### src/rtl/mips_pkg.sv
// Shared types for the instruction-memory program loader.
// Provides loader_state_t and word/byte width constants.
package mips_pkg;

  localparam int WORD_W = 32;
  localparam int BYTE_W = 8;

  typedef enum logic [2:0] {
    IDLE,
    LEN_HI,
    LEN_LO,
    DATA,
    WRITE,
    CHECK,
    DONE_S,
    ERR
  } loader_state_t;

endpackage

### src/rtl/imem_loader_if.sv
// Byte-stream input and imem write port of the loader.
// master: loader side; slave: byte source / memory side.
interface imem_loader_if;
  import mips_pkg::*;

  logic              BYTE_VALID;
  logic [BYTE_W-1:0] BYTE_DATA;
  logic              BYTE_READY;
  logic              IMEM_WE;
  logic [WORD_W-1:0] IMEM_ADDR;
  logic [WORD_W-1:0] IMEM_WDATA;

  modport master (
    input  BYTE_VALID,
    input  BYTE_DATA,
    output BYTE_READY,
    output IMEM_WE,
    output IMEM_ADDR,
    output IMEM_WDATA
  );

  modport slave (
    output BYTE_VALID,
    output BYTE_DATA,
    input  BYTE_READY,
    input  IMEM_WE,
    input  IMEM_ADDR,
    input  IMEM_WDATA
  );

endinterface

### src/rtl/imem_loader_word_packer.sv
// Packs bytes big-endian into a word; word_full on 4th byte.
// Ports: clk, rst_n, clr, accept, data in; word, word_full out.
module word_packer
  import mips_pkg::*;
(
  input  logic              clk,
  input  logic              rst_n,
  input  logic              clr,
  input  logic              accept,
  input  logic [BYTE_W-1:0] data,
  output logic [WORD_W-1:0] word,
  output logic              word_full
);

  logic [1:0] cnt;

  assign word_full = accept && (cnt == 2'd3);

  always_ff @(posedge clk or negedge rst_n) begin
    if (!rst_n) begin
      cnt  <= '0;
      word <= '0;
    end else if (clr) begin
      cnt  <= '0;
    end else if (accept) begin
      cnt  <= cnt + 2'd1;
      word <= {word[WORD_W-BYTE_W-1:0], data};
    end
  end

endmodule

### src/rtl/imem_loader.sv
// Length-prefixed byte stream loader into imem; holds CPU.
// Ports: CLK, RESET(n), START, bus(master), CPU_HOLD, DONE, ERROR.
// Optional trailing XOR checksum: LOADER_CHECKSUM_EN.
module imem_loader
  import mips_pkg::*;
#(
  parameter logic [31:0] BASE_ADDR = 32'h0000_0000,
  parameter int          MAX_WORDS = 256
) (
  input  logic          CLK,
  input  logic          RESET,
  input  logic          START,
  imem_loader_if.master bus,
  output logic          CPU_HOLD,
  output logic          DONE,
  output logic          ERROR
);

  localparam logic [16:0] MAXW = 17'(MAX_WORDS);

  loader_state_t     state, next;
  logic [7:0]        len_hi;
  logic [15:0]       words_left;
  logic [WORD_W-1:0] addr;
  logic [WORD_W-1:0] word;
  logic              word_full;
  logic              accept;
  logic              start_go;
  logic [15:0]       len;
  logic              ready;

  assign ready = (state == LEN_HI) || (state == LEN_LO)
              || (state == DATA) || (state == CHECK);
  assign accept   = bus.BYTE_VALID && ready;
  assign start_go = START && ((state == IDLE)
                 || (state == DONE_S) || (state == ERR));
  assign len      = {len_hi, bus.BYTE_DATA};

`ifdef LOADER_CHECKSUM_EN
  logic [7:0] csum;

  always_ff @(posedge CLK or negedge RESET) begin
    if (!RESET)
      csum <= '0;
    else if (start_go)
      csum <= '0;
    else if (accept && state != CHECK)
      csum <= csum ^ bus.BYTE_DATA;
  end
`endif

  word_packer u_pack (
    .clk       (CLK),
    .rst_n     (RESET),
    .clr       (start_go),
    .accept    (accept && state == DATA),
    .data      (bus.BYTE_DATA),
    .word      (word),
    .word_full (word_full)
  );

  always_comb begin
    next = state;
    unique case (state)
      IDLE, DONE_S, ERR:
        if (START) next = LEN_HI;
      LEN_HI:
        if (accept) next = LEN_LO;
      LEN_LO:
        if (accept) begin
          if (len == 16'd0)
`ifdef LOADER_CHECKSUM_EN
            next = CHECK;
`else
            next = DONE_S;
`endif
          else if ({1'b0, len} > MAXW)
            next = ERR;
          else
            next = DATA;
        end
      DATA:
        if (word_full) next = WRITE;
      WRITE:
        if (words_left > 16'd1)
          next = DATA;
        else
`ifdef LOADER_CHECKSUM_EN
          next = CHECK;
`else
          next = DONE_S;
`endif
`ifdef LOADER_CHECKSUM_EN
      CHECK:
        if (accept)
          next = (bus.BYTE_DATA == csum) ? DONE_S : ERR;
`endif
      default: next = IDLE;
    endcase
  end

  always_ff @(posedge CLK or negedge RESET) begin
    if (!RESET) begin
      state      <= IDLE;
      len_hi     <= '0;
      words_left <= '0;
      addr       <= BASE_ADDR;
    end else begin
      state <= next;
      if (start_go)
        addr <= BASE_ADDR;
      if (state == LEN_HI && accept)
        len_hi <= bus.BYTE_DATA;
      if (state == LEN_LO && accept)
        words_left <= len;
      if (state == WRITE) begin
        addr       <= addr + 32'd4;
        words_left <= words_left - 16'd1;
      end
    end
  end

  assign bus.BYTE_READY = ready;
  assign bus.IMEM_WE    = (state == WRITE);
  assign bus.IMEM_ADDR  = addr;
  assign bus.IMEM_WDATA = word;
  assign CPU_HOLD       = (state != DONE_S);
  assign DONE           = (state == DONE_S);
  assign ERROR          = (state == ERR);

endmodule

### src/flat_wrapper.sv
// flat-port wrapper written by rule: the top's interface ports become plain ports
module imem_loader_flat import mips_pkg::*;
#(
  parameter logic [31:0] BASE_ADDR = 32'h0000_0000,
  parameter int          MAX_WORDS = 256
)
  (CLK, RESET, START, CPU_HOLD, DONE, ERROR, bus_BYTE_VALID, bus_BYTE_DATA, bus_BYTE_READY, bus_IMEM_WE, bus_IMEM_ADDR, bus_IMEM_WDATA);
  imem_loader_if bus_i ();
  input  logic CLK;
  input  logic RESET;
  input  logic START;
  output logic CPU_HOLD;
  output logic DONE;
  output logic ERROR;
  input wire logic [$bits(bus_i.BYTE_VALID)-1:0] bus_BYTE_VALID;
  input wire logic [$bits(bus_i.BYTE_DATA)-1:0] bus_BYTE_DATA;
  output wire logic [$bits(bus_i.BYTE_READY)-1:0] bus_BYTE_READY;
  output wire logic [$bits(bus_i.IMEM_WE)-1:0] bus_IMEM_WE;
  output wire logic [$bits(bus_i.IMEM_ADDR)-1:0] bus_IMEM_ADDR;
  output wire logic [$bits(bus_i.IMEM_WDATA)-1:0] bus_IMEM_WDATA;
  assign bus_i.BYTE_VALID = bus_BYTE_VALID;
  assign bus_i.BYTE_DATA = bus_BYTE_DATA;
  assign bus_BYTE_READY = bus_i.BYTE_READY;
  assign bus_IMEM_WE = bus_i.IMEM_WE;
  assign bus_IMEM_ADDR = bus_i.IMEM_ADDR;
  assign bus_IMEM_WDATA = bus_i.IMEM_WDATA;
  imem_loader #(.BASE_ADDR(BASE_ADDR), .MAX_WORDS(MAX_WORDS)) u_core (.CLK(CLK), .RESET(RESET), .START(START), .bus(bus_i), .CPU_HOLD(CPU_HOLD), .DONE(DONE), .ERROR(ERROR));
endmodule
### config.mk
export PLATFORM = sky130hd
export DESIGN_NAME = imem_loader_flat
export DESIGN_NICKNAME = d
export VERILOG_FILES = /design/src/rtl/mips_pkg.sv /design/src/rtl/imem_loader_if.sv /design/src/rtl/imem_loader_word_packer.sv /design/src/rtl/imem_loader.sv /design/src/flat_wrapper.sv
export SDC_FILE = /design/constraint.sdc
export NUM_CORES = 1
export LEC_CHECK = 0
export ABC_AREA = 1
export CORE_MARGIN = 3
export CORE_UTILIZATION = 34
export CTS_BUF_LIST = sky130_fd_sc_hd__clkbuf_8
export DETAILED_ROUTE_END_ITERATION = 16
export DONT_BUFFER_PORTS = 1
export GPL_ROUTABILITY_DRIVEN = 0
export PLACE_DENSITY_LB_ADDON = 0.05
export SYNTH_ARGS = -nofsm -noshare
export SYNTH_HDL_FRONTEND = slang
export SYNTH_SLANG_ARGS = --single-unit
### constraint.sdc
create_clock -name CLK -period 4.5 [get_ports CLK]
set_input_delay 0.9 -clock CLK [delete_from_list [all_inputs] [get_ports CLK]]
set_output_delay 0.9 -clock CLK [all_outputs]
set_load 0.1 [all_outputs]
==> out/results.ini <==
[drt]
wl_per_cell_um=15.60
drtPass1Iterations=5
routed_wl_mm=13.24
drc=0
antenna_left=0
num_vias=4199
via_per_inst=4.946
drt-initial-drc-count=253

[timing]
min_period_ns=2.844
finalHoldViolCount=0
worst_pin_slew_ns=1.159
holdWs_ns=0.2002
clock-skew-final_ns=0.01286
fin_crit_sh=0.6319
slew_headroom=0.2270
maxSlewViolCount=0
fin_tns_setup_ns=0
fmaxAchievable_mhz=351.7
fin_ws_ns=1.656
rsz0062_at_grt=no
setup_viol=0

[yosys]
synth_ff_type=dfrtp_1
synth_seq_cells=91
synth_area_mm2=0.004827
synth_cell_types=29
synth_edf_count=0
synth_warnings=0
synthCells=669
synth_top_area_frac=0.4717
avgSynthCellArea_um2=7.215
yosysTopAreaCell=dfrtp_1
async_flop_share=1.000
yosys-top-cells-area=dfrtp_1 (47%), nand2_1 (17%), o21ai_0 (6.4%)
ys_seq_area_frac=0.4717

[floorplan]
die_h_um=125.2
ios=81
dieArea_mm2=0.01566
fp-row-count=42
dieWidth_um=125.2
coreArea_mm2=0.01356
start_util=0.3560

[cts]
hold_buffers=0
clk_pin_slew_ns=0.10
cts_buffers=9
clk_latency_ns=0.38
htree_levels=3
post_cts_buffers=0
cts_buffer_depth=2
cts-root-buf=clkbuf_8
clkSinkCount=91
tritoncts=built
cts_resized=0

[place]
dp_slack_ns=2.017
dp_hpwl_mm=9.595
portBuffers=0
dp_cells=833
placed_area_mm2=0.005006

[final_layout]
final_area_mm2=0.005219
final_cell_count_no_fill=849
syn2layout_area_growth_pct=8.113
drive_gt1_frac=0.05498
diodes=0
fin_nets=684

[worst_setup_path]
cp_max_fo=19
cp.required_ns=3.60
reg2reg_depth=8
r2r_start=u_core.state[1]
crit_type=reg -> out
cp.arrival_ns=1.94
r2r_setup_slack_ns=2.02
r2r_end=u_core.words_left[11]
cp-start-kind=flop
worst_setup_path_end_kind=output pin

[power]
vdd_drop_max_mv=0.5079
p_leak_nw=2.401
power_density_mw_per_mm2=738.5

[global_route]
antenna_found_initial=0
grt_pass1_wl_mm=21.98
grt_usage=0.1748
grt_max_degree=92
grt_pass1_vias=4098
grt_overflow=0

[run]
maxCapViolCount=0

[status]
outcome=finished, final reports clean

[min_path]
hp-class=in -> async

==> report_power, final <==
| group | internal [mW] | switching, mW | total (mW) | leakage, nW |
|---|---|---|---|---|
| Combinational | 0.284 | 0.686 | 0.970 | 1.10 |
| Clock | 0.302 | 0.309 | 0.610 | 0.114 |
| Sequential | 1.05 | 1.22 | 2.27 | 1.19 |
==> flip-flops by register name (all words and copies together) (netlist names) <==
register / cells
u_core.u_pack.cnt: 2
u_core.bus.IMEM_ADDR: 30
u_core.state: 3
u_core.u_pack.word: 32
u_core.words_left: 16
u_core.len_hi: 8
==> cells by family after synthesis <==
logic type	share of synthesized area
AO/OA/AOI/OAI	0.1091
XOR/XNOR	0.01270
adder cells (fa/ha/maj)	0.01037
buffers and inverters	0.07802
flip-flops	0.4717
other	0.0007769
AND/OR/NAND/NOR	0.3173
==> worst max path at each step <==
stage / slack [ns] / end / start / depth (start not counted)
4_1_cts: 1.61 / bus_IMEM_WE / u_core.state[0] / 3
6_report: 1.66 / bus_IMEM_WE / u_core.state[1] / 3
5_1_grt: 1.50 / bus_IMEM_WE / u_core.state[0] / 3
2_1_floorplan: 0.91 / CPU_HOLD / u_core.state[1] / 3
3_5_place_dp: 2.02 / u_core.words_left[12] / u_core.state[0] / 7
3_3_place_gp: 2.10 / CPU_HOLD / u_core.state[1] / 4
==> layout make-up <==
class / count / area [µm²]
clock inverter: 4 / 47.55
sequential: 91 / 2277
inverter: 78 / 292.8
multi-input combinational: 484 / 2186
fill: 1478 / 8339
clock buffer: 12 / 165.2
tap: 176 / 220.2
timing repair buffer: 4 / 30.03
==> layout by cell type, fill, tap and decap left out, types with 4 or more instances in the layout <==
master	instances
inv_1	75
dfrtp_1	91
nand2_2	7
inv_2	4
o211ai_1	4
buf_4	4
nand3_1	41
nand4_1	6
o21ai_0	62
nand2_1	224
nor2_1	78
a21oi_1	11
o21ai_1	6
ha_1	4
nor3_1	11
clkbuf_8	12
xor2_1	6
o221ai_1	4
o22ai_1	5
==> per-stage QoR <==
stage / power [mW] / util
finish: 3.854 / 0.3849
global route: 4.112 / 0.3849
CTS: 3.895 / 0.3849
detailed placement: 3.275 / 0.3692
global placement: 3.257 / 0.3692
floorplan: 3.006 / -
==> critical path: stages (launching register included) <==
cell	delay, ns
dfrtp_1	0.45
nor2_1	0.19
nand2_2	0.23
inv_2	0.66
==> cells in the mapped netlist, drive strengths merged (6+ instances only) <==
master  instances
nand2         231
dfrtp          91
nor2           82
inv            78
o21ai          69
nand3          42
buf            12
nor3           12
a21oi          11
nand4           6
xor2            6
==> layer usage <==
| metal | wire, µm | global-route usage | up-vias |
|---|---|---|---|
| li1 | - | - | 2121 |
| met1 | 5745 | 0.2176 | 1946 |
| met2 | 6332 | 0.2854 | 109 |
| met3 | 831 | 0.05544 | 23 |
| met4 | 331 | 0.06505 | 0 |
| met5 | 0 | 0 | - |
Power figures use the tool's default switching activity.
